## config.mk

```make
export PLATFORM = sky130hd
export DESIGN_NAME = accum_sequencer_flat
export DESIGN_NICKNAME = d
export VERILOG_FILES = /design/src/rtl/accum_sequencer_if.sv /design/src/rtl/accum_sequencer.sv /design/src/flat_wrapper.sv
export SDC_FILE = /design/constraint.sdc
export NUM_CORES = 1
export LEC_CHECK = 0
export ABC_AREA = 1
export CORE_UTILIZATION = 35
export CTS_BUF_LIST = sky130_fd_sc_hd__clkbuf_4 sky130_fd_sc_hd__clkbuf_8 sky130_fd_sc_hd__clkbuf_16
export DETAILED_ROUTE_END_ITERATION = 12
export GPL_ROUTABILITY_DRIVEN = 1
export PLACE_DENSITY = 0.58
export SETUP_SLACK_MARGIN = 0.05
export SYNTH_ARGS = -nofsm -noshare
export SYNTH_HDL_FRONTEND = slang
export SYNTH_SLANG_ARGS = --single-unit
export TNS_END_PERCENT = 20
```

## constraint.sdc

```tcl
create_clock -name clk -period 3.4 [get_ports clk]
set_clock_uncertainty 0.1 [all_clocks]
set_input_delay 0.85 -clock clk [delete_from_list [all_inputs] [get_ports clk]]
set_output_delay 0.85 -clock clk [all_outputs]
set_load 0.1 [all_outputs]
```

## src/rtl/accum_sequencer_if.sv

```systemverilog
// Command and response channels of the accumulator sequencer.
// master drives commands and consumes responses; slave is the sequencer.
interface accum_sequencer_if #(
  parameter int DATA_WIDTH = 8,
  parameter int ATTR_WIDTH = 4
);
  logic                  cmd_valid;
  logic                  cmd_ready;
  logic [1:0]            cmd_op;
  logic [DATA_WIDTH-1:0] cmd_data;
  logic [ATTR_WIDTH-1:0] cmd_attr;
  logic                  rsp_valid;
  logic                  rsp_ready;
  logic [DATA_WIDTH-1:0] rsp_data;
  logic [7:0]            rsp_count;

  modport master (
    output cmd_valid, cmd_op, cmd_data, cmd_attr, rsp_ready,
    input  cmd_ready, rsp_valid, rsp_data, rsp_count
  );

  modport slave (
    input  cmd_valid, cmd_op, cmd_data, cmd_attr, rsp_ready,
    output cmd_ready, rsp_valid, rsp_data, rsp_count
  );
endinterface

```

## src/rtl/accum_sequencer.sv

```systemverilog
// Command-driven strobe sequencer for the 8-bit accumulator datapath: turns
// INIT/ADD/SUB/READ commands into timed init/load/neg/oe strobes and returns READ results.
module accum_sequencer #(
  parameter int DATA_WIDTH  = 8,
  parameter int ATTR_WIDTH  = 4,
  parameter int LOAD_CYCLES = 2,
  parameter int RD_LAT      = 1
) (
  input  logic                  clk,
  input  logic                  rst,
  accum_sequencer_if.slave      bus,
  output logic                  signal_init,
  output logic                  signal_load,
  output logic                  signal_neg,
  output logic                  signal_oe,
  output logic [DATA_WIDTH-1:0] data_in,
  output logic [ATTR_WIDTH-1:0] attr_in,
  input  logic [DATA_WIDTH-1:0] result_in,
  output logic [2:0]            dbg_state
);

  typedef enum logic [2:0] {
    S_IDLE = 3'd0,
    S_INIT = 3'd1,
    S_LOAD = 3'd2,
    S_OE   = 3'd3,
    S_WAIT = 3'd4,
    S_RESP = 3'd5
  } state_e;

  localparam logic [1:0] OP_INIT = 2'b00;
  localparam logic [1:0] OP_ADD  = 2'b01;
  localparam logic [1:0] OP_SUB  = 2'b10;

  localparam logic [3:0] LOAD_RELOAD = 4'(LOAD_CYCLES - 1);
  localparam logic [2:0] WAIT_RELOAD = 3'((RD_LAT > 0) ? (RD_LAT - 1) : 0);

  state_e                state_q;
  logic                  init_q, load_q, neg_q, oe_q;
  logic [DATA_WIDTH-1:0] data_q;
  logic [ATTR_WIDTH-1:0] attr_q;
  logic                  rsp_valid_q;
  logic [DATA_WIDTH-1:0] rsp_data_q;
  logic [7:0]            rsp_count_q;
  logic [7:0]            op_cnt_q;
  logic [3:0]            load_left_q;
  logic [2:0]            wait_left_q;

  // Handshakes: a transfer happens on an edge where valid && ready are both high;
  // valid holds its payload until then, and cmd_ready depends on state alone.
  assign bus.cmd_ready = (state_q == S_IDLE);
  assign bus.rsp_valid = rsp_valid_q;
  assign bus.rsp_data  = rsp_data_q;
  assign bus.rsp_count = rsp_count_q;
  assign signal_init   = init_q;
  assign signal_load   = load_q;
  assign signal_neg    = neg_q;
  assign signal_oe     = oe_q;
  assign data_in       = data_q;
  assign attr_in       = attr_q;
  assign dbg_state     = state_q;

  always_ff @(posedge clk) begin
    if (rst) begin
      state_q     <= S_IDLE;
      init_q      <= 1'b0;
      load_q      <= 1'b0;
      neg_q       <= 1'b0;
      oe_q        <= 1'b0;
      data_q      <= '0;
      attr_q      <= '0;
      rsp_valid_q <= 1'b0;
      rsp_data_q  <= '0;
      rsp_count_q <= '0;
      op_cnt_q    <= '0;
      load_left_q <= '0;
      wait_left_q <= '0;
    end else begin
      case (state_q)
        S_IDLE: begin
          if (bus.cmd_valid) begin
            case (bus.cmd_op)
              OP_INIT: begin
                init_q   <= 1'b1;
                op_cnt_q <= '0;
                state_q  <= S_INIT;
              end
              OP_ADD, OP_SUB: begin
                load_q      <= 1'b1;
                neg_q       <= (bus.cmd_op == OP_SUB);
                data_q      <= bus.cmd_data;
                attr_q      <= bus.cmd_attr;
                load_left_q <= LOAD_RELOAD;
                if (op_cnt_q != 8'hFF) op_cnt_q <= op_cnt_q + 8'd1;
                state_q     <= S_LOAD;
              end
              default: begin
                oe_q    <= 1'b1;
                state_q <= S_OE;
              end
            endcase
          end
        end
        S_INIT: begin
          init_q  <= 1'b0;
          state_q <= S_IDLE;
        end
        S_LOAD: begin
          if (load_left_q == 4'd0) begin
            load_q  <= 1'b0;
            neg_q   <= 1'b0;
            state_q <= S_IDLE;
          end else begin
            load_left_q <= load_left_q - 4'd1;
          end
        end
        S_OE: begin
          oe_q <= 1'b0;
          // With zero read latency the result is already valid while oe is high.
          if (RD_LAT == 0) begin
            rsp_data_q  <= result_in;
            rsp_count_q <= op_cnt_q;
            rsp_valid_q <= 1'b1;
            state_q     <= S_RESP;
          end else begin
            wait_left_q <= WAIT_RELOAD;
            state_q     <= S_WAIT;
          end
        end
        S_WAIT: begin
          if (wait_left_q == 3'd0) begin
            rsp_data_q  <= result_in;
            rsp_count_q <= op_cnt_q;
            rsp_valid_q <= 1'b1;
            state_q     <= S_RESP;
          end else begin
            wait_left_q <= wait_left_q - 3'd1;
          end
        end
        S_RESP: begin
          if (bus.rsp_ready) begin
            rsp_valid_q <= 1'b0;
            state_q     <= S_IDLE;
          end
        end
        default: state_q <= S_IDLE;
      endcase
    end
  end

endmodule

```

## src/flat_wrapper.sv

```systemverilog
// flat-port wrapper written by rule: the top's interface ports become plain ports
module accum_sequencer_flat 
#(
  parameter int DATA_WIDTH  = 8,
  parameter int ATTR_WIDTH  = 4,
  parameter int LOAD_CYCLES = 2,
  parameter int RD_LAT      = 1
)
  (clk, rst, signal_init, signal_load, signal_neg, signal_oe, data_in, attr_in, result_in, dbg_state, bus_cmd_valid, bus_cmd_op, bus_cmd_data, bus_cmd_attr, bus_rsp_ready, bus_cmd_ready, bus_rsp_valid, bus_rsp_data, bus_rsp_count);
  accum_sequencer_if #(.DATA_WIDTH(DATA_WIDTH), .ATTR_WIDTH(ATTR_WIDTH)) bus_i ();
  input  logic clk;
  input  logic rst;
  output logic signal_init;
  output logic signal_load;
  output logic signal_neg;
  output logic signal_oe;
  output logic [DATA_WIDTH-1:0] data_in;
  output logic [ATTR_WIDTH-1:0] attr_in;
  input  logic [DATA_WIDTH-1:0] result_in;
  output logic [2:0] dbg_state;
  input wire logic [$bits(bus_i.cmd_valid)-1:0] bus_cmd_valid;
  input wire logic [$bits(bus_i.cmd_op)-1:0] bus_cmd_op;
  input wire logic [$bits(bus_i.cmd_data)-1:0] bus_cmd_data;
  input wire logic [$bits(bus_i.cmd_attr)-1:0] bus_cmd_attr;
  input wire logic [$bits(bus_i.rsp_ready)-1:0] bus_rsp_ready;
  output wire logic [$bits(bus_i.cmd_ready)-1:0] bus_cmd_ready;
  output wire logic [$bits(bus_i.rsp_valid)-1:0] bus_rsp_valid;
  output wire logic [$bits(bus_i.rsp_data)-1:0] bus_rsp_data;
  output wire logic [$bits(bus_i.rsp_count)-1:0] bus_rsp_count;
  assign bus_i.cmd_valid = bus_cmd_valid;
  assign bus_i.cmd_op = bus_cmd_op;
  assign bus_i.cmd_data = bus_cmd_data;
  assign bus_i.cmd_attr = bus_cmd_attr;
  assign bus_i.rsp_ready = bus_rsp_ready;
  assign bus_cmd_ready = bus_i.cmd_ready;
  assign bus_rsp_valid = bus_i.rsp_valid;
  assign bus_rsp_data = bus_i.rsp_data;
  assign bus_rsp_count = bus_i.rsp_count;
  accum_sequencer #(.DATA_WIDTH(DATA_WIDTH), .ATTR_WIDTH(ATTR_WIDTH), .LOAD_CYCLES(LOAD_CYCLES), .RD_LAT(RD_LAT)) u_core (.clk(clk), .rst(rst), .bus(bus_i), .signal_init(signal_init), .signal_load(signal_load), .signal_neg(signal_neg), .signal_oe(signal_oe), .data_in(data_in), .attr_in(attr_in), .result_in(result_in), .dbg_state(dbg_state));
endmodule
```

Word level (Yosys, flattened, before mapping)
Cells that the tools add are included.
- add/sub/neg operators: 3
- equal/unequal tests: 18
- muxes and demuxes: 30
- reduce and logical (&&, ||, !) cells: 22
- operator list (operator ; count):
    $pmux W8 S2 ; 1
    $reduce_and A4 Y1 ; 4
    $mux W3 ; 5
    $pmux W3 S5 ; 1
    $mux W4 ; 3
    $reduce_and A3 Y1 ; 4
    $reduce_bool A2 Y1 ; 6
    $mux W1 ; 11
    $ne A2 B1 Y1 const B ; 5
    $ne A2 B2 Y1 const B ; 5
    $pmux W1 S2 ; 5
    $add A8 B1 Y8 const B ; 1
    $mux W8 ; 1
    $ne A8 B8 Y1 const B ; 1
    $pmux W4 S2 ; 1
    $eq A3 B2 Y1 const B ; 2
    $eq A3 B3 Y1 const B ; 2
    $logic_not A3 Y1 ; 2
    $pmux W3 S2 ; 1
    $logic_not A4 Y1 ; 1
    $pmux W2 S2 ; 1
    $reduce_and A2 Y1 ; 2
    $sub A4 B1 Y4 const B ; 1
    $eq A3 B1 Y1 const B ; 1
    other kinds (6) ; 6
- flip-flop bits (word level): 51
- bits of input ports: 26
- output and inout bits: 37
- word-level logic and storage cells: 86

Logic depth before layout (Yosys ltp)
- depth after elaboration: 5
- depth in mapped cells: 11
- mapped depth without buffers: 10

Least setup slack after synthesis
No wires, ideal clock.
- path type: reg-to-output
- start: register u_core.state_q[2], in the netlist u_core.dbg_state[2]
- end: output port bus_cmd_ready
- arrival time: 1.786 ns
- required time: 2.450 ns
- path slack: 0.664 ns
- stages on the path, launching flop included: 5
- buffers on the path: 1
- path through: dfxtp_1 buf_2 inv_2 nand2_1 inv_1
- word-level cells in the longest chain between the ends: 1
- ends and longest elaborated chain (what ; RTL line ; text):
    from (decl) ; accum_sequencer.sv:38 ; state_e state_q;
    from (signal assigned) ; accum_sequencer.sv:65 ; state_q <= S_IDLE;
    from (signal assigned) ; accum_sequencer.sv:86 ; state_q <= S_INIT;
    from (signal assigned) ; accum_sequencer.sv:95 ; state_q <= S_LOAD;
    $logic_not A3 Y1 ; accum_sequencer.sv:51 ; assign bus.cmd_ready = (state_q == S_IDLE);
    to (decl) ; flat_wrapper.sv:26 ; output wire logic [$bits(bus_i.cmd_ready)-1:0] bus_cmd_ready;
Every way passes these cells.

Worst setup path after layout
- start: input port bus_cmd_op[1]
- end: register u_core.data_q[1], in the netlist u_core.data_in[1]
- word-level cells in the longest chain between the ends: 3
- elaborated cells between the ends (all ways): 4
- those cells by class: eq/ne: 2; reduce/logical: 2
- ends and longest elaborated chain (what ; RTL line ; text):
    from (decl) ; flat_wrapper.sv:22 ; input wire logic [$bits(bus_i.cmd_op)-1:0] bus_cmd_op;
    $eq A2 B1 Y1 / $eq A2 B2 Y1 (equally long branches) ; accum_sequencer.sv:82 ; case (bus.cmd_op)
    $reduce_or A2 Y1 (*) ; accum_sequencer.sv:82 ;
    $reduce_and A3 Y1 (no source line) (*) ; -- ;
    to (signal assigned) ; accum_sequencer.sv:91 ; data_q <= bus.cmd_data;
    to (decl) ; accum_sequencer.sv:40 ; logic [DATA_WIDTH-1:0] data_q;
Mark *: on every way between the ends. The rest lies on a longest branch, timed or not.
A chain may end at the register's enable or synchronous reset.

==> summary.txt <==
Run status
  • Outcome: finished with violations
  • Failing checks: design-rule violations

Critical path
  • CP max stage cell: clkdlybuf4s50_1
  • Max FO, Critical Path: 14
  • Max incr delay on CP: 0.51 ns
  • Crit-path cells: clkdlybuf4s50_1 -> inv_1 -> ha_1 -> inv_1 -> nor2_4 -> inv_2 -> nor2_1 -> nor2_1
  • Worst EP required: 3.50 ns
  • CP endpoint kind: flop
  • R2R Setup Slk: 1.39 ns
  • Worst path arrival time: 2.57 ns
  • Crit path launch type: input port
  • Kind of critical path: input port to flop

Floorplanning
  • Die X: 84.3 um
  • DIE AREA: 0.00710 mm^2
  • I/O pins: 63
  • Die H: 84.3 um
  • Initial core utilization: 36.7%
  • FP Rows: 29
  • CORE AREA: 0.00646 mm^2

Yosys
  • Flops & latches, synth: 51
  • Syn. warnings: 0
  • Main synth FF type: dfxtp_1
  • Register area share after synthesis: 43.1%
  • Synth area leader: dfxtp_1
  • Mapped Avg Cell Area: 7.24 um^2
  • Synth top area share: 43.1%
  • Count leader, synth: nand2_1
  • Mapped Area: 0.00237 mm^2
  • Number of flops mapped to enable cells by yosys: 0
  • Syn_nets: 361
  • Synth Instances: 327
  • Async set or reset register ratio after synthesis: 0%
  • Yosys cell types: 30
  • Top post-synthesis cells by area: dfxtp_1 43%, nand2_1 10%, nor2_1 8.1%
  • Top post-synthesis cells by count: 64 x nand2_1, 51 x dfxtp_1, 51 x nor2_1, 30 x inv_1, 28 x nand3_1

Timing
  • Fmax achieved: 405 MHz
  • Slew @ Worst Pin: 0.685 ns
  • Max Transition Viols Final: 0
  • Final-report hold violation count: 0
  • RSZ-0062 raised after global routing: no
  • Setup TNS: 0 ns
  • Minimum clock period: 2.47 ns
  • Final period util: 72.7%
  • Slew margin rel.: 54.4%
  • Setup Viol. Count Final: 0

Clock network
  • CTS sink cnt: 51
  • H-tree levels: 2
  • Cts repair resizes: 0
  • Hold_buf cts: 0
  • Clock transition at the registers of the reported paths: 0.09 ns
  • Postcts setup bufs: 0
  • Clock buffer depth: 2
  • CTS tree: built
  • Num CTS Buffers: 5
  • Worst-skew pair later-pin latency: 0.30 ns
  • Clock Root Buffer: clkbuf_8

GRT
  • Initial antenna violation count: 0
  • Remaining Overflow, GRT: 0
  • Pin count of the biggest net entering global routing: 23
  • GRT Overall Usage: 16.2%
  • Vias in the first global route: 2,011
  • Global-route wire length before repair: 9270 um

Flow run
  • Max-cap violations: 0

Placement
  • Port bufs: 62
  • DP HPWL: 4040 um
  • RePlAce Congestion: 0.771

Power and ir drop
  • Worst vdd ir: 0.000460 V
  • Cell Pwr Density: 838 mW/mm^2
  • Leak: 0.00134 uW

Hold path
  • HP Class: flop to flop

Finish
  • Layout Nets: 420
  • Finished Core Util: 46.9%
  • Layout cells sized above 1: 16.8%
  • P&R area growth vs syn: 27.9%
  • Diode count: 0
  • Filler cell count: 693

Routing
  • Vias: 2,157
  • Total routed wirelength: 5480 um
  • ANT nets after route: 0
  • DRC: 12
  • DR WL/cell: 11.8 um
  • First-pass DRT Iterations: 8
  • DR vias/cell: 4.65
  • Drt initial violations: 95
==> flip-flops by register name, indices dropped and copies added, names as in the netlist, 3 cells and up <==
signal	flops
u_core.op_cnt_q	8
u_core.dbg_state	3
u_core.bus.rsp_count	8
u_core.attr_in	4
u_core.data_in	8
u_core.wait_left_q	3
u_core.bus.rsp_data	8
u_core.load_left_q	4
==> per-stage QoR <==
step | setup slack [ns] | area [um^2] | std cells | total power, uW | hold WS, ns
after floorplan | 0.664 | 2370 | 327 | 1940 | 0.370
after global placement | 0.651 | 2940 | 456 | 2210 | 0.336
after detailed placement | 0.611 | 2940 | 456 | 2210 | 0.341
after CTS | 0.928 | 3030 | 464 | 2570 | 0.357
after global routing | 0.787 | 3030 | 464 | 2710 | 0.378
final | 0.929 | 3030 | 464 | 2540 | 0.353
==> placed cells by master (no fill, tap or decap), drive strengths merged, types with 3 or more instances in the layout <==
master,count
clkdlybuf4s50,25
ha,8
o21bai,3
clkbuf,6
nand2,69
inv,34
dfxtp,51
nor2,55
o21ai,24
buf,39
nand3,30
nand4,4
a21oi,28
==> final cells by class <==
cell class                      count  area, um^2  share of cell area (%)
Clock inverter                      2        12.5                   0.413
Multi-Input combinational cell    230        1150                    38.0
Clock buffer                        6        76.3                    2.52
Timing Repair Buffer               64         543                    17.9
Inverter                           34         128                    4.21
Tap cell                           77        96.3                    3.18
Sequential cell                    51        1020                    33.7
==> logic make-up after synthesis <==
family | Yosys count | share of synthesized area, %
DFF | 51 | 43.1
AOI/OAI and AO/OA | 59 | 13.4
and+or+nand+nor | 163 | 31.1
buffers and inverters | 46 | 8.24
adders and majority gates | 8 | 4.23
==> power by group <==
group / switching (uW) / internal (uW) / total [uW]
registers: 89.8 / 709 / 799
clock network: 199 / 152 / 351
logic: 1070 / 322 / 1390
==> critical path: cells and delay by family <==
family	cells	cell delay (ns)
buffers and inverters	4	0.91
adders and majority gates	1	0.32
and+or+nand+nor	3	0.49
==> final timing paths <==
| check | to | startpoint | cells after the start |
|---|---|---|---|
| min | u_core.signal_oe | u_core.signal_oe | 2 |
| max reg2reg | u_core.dbg_state[0] | u_core.wait_left_q[0] | 10 |
| min reg2reg | u_core.signal_oe | u_core.signal_oe | 2 |
| max | u_core.data_in[1] | bus_cmd_op[1] | 8 |
==> per-layer routing <==
layer  up-vias  GRT usage [%]  wire length, um
met5         -              0                0
met4         0           4.23               30
met3         2           4.03              411
met2        66           26.9             2420
met1       921           20.9             2620
li1       1168              -                -
(Power assumes the default switching activity.)
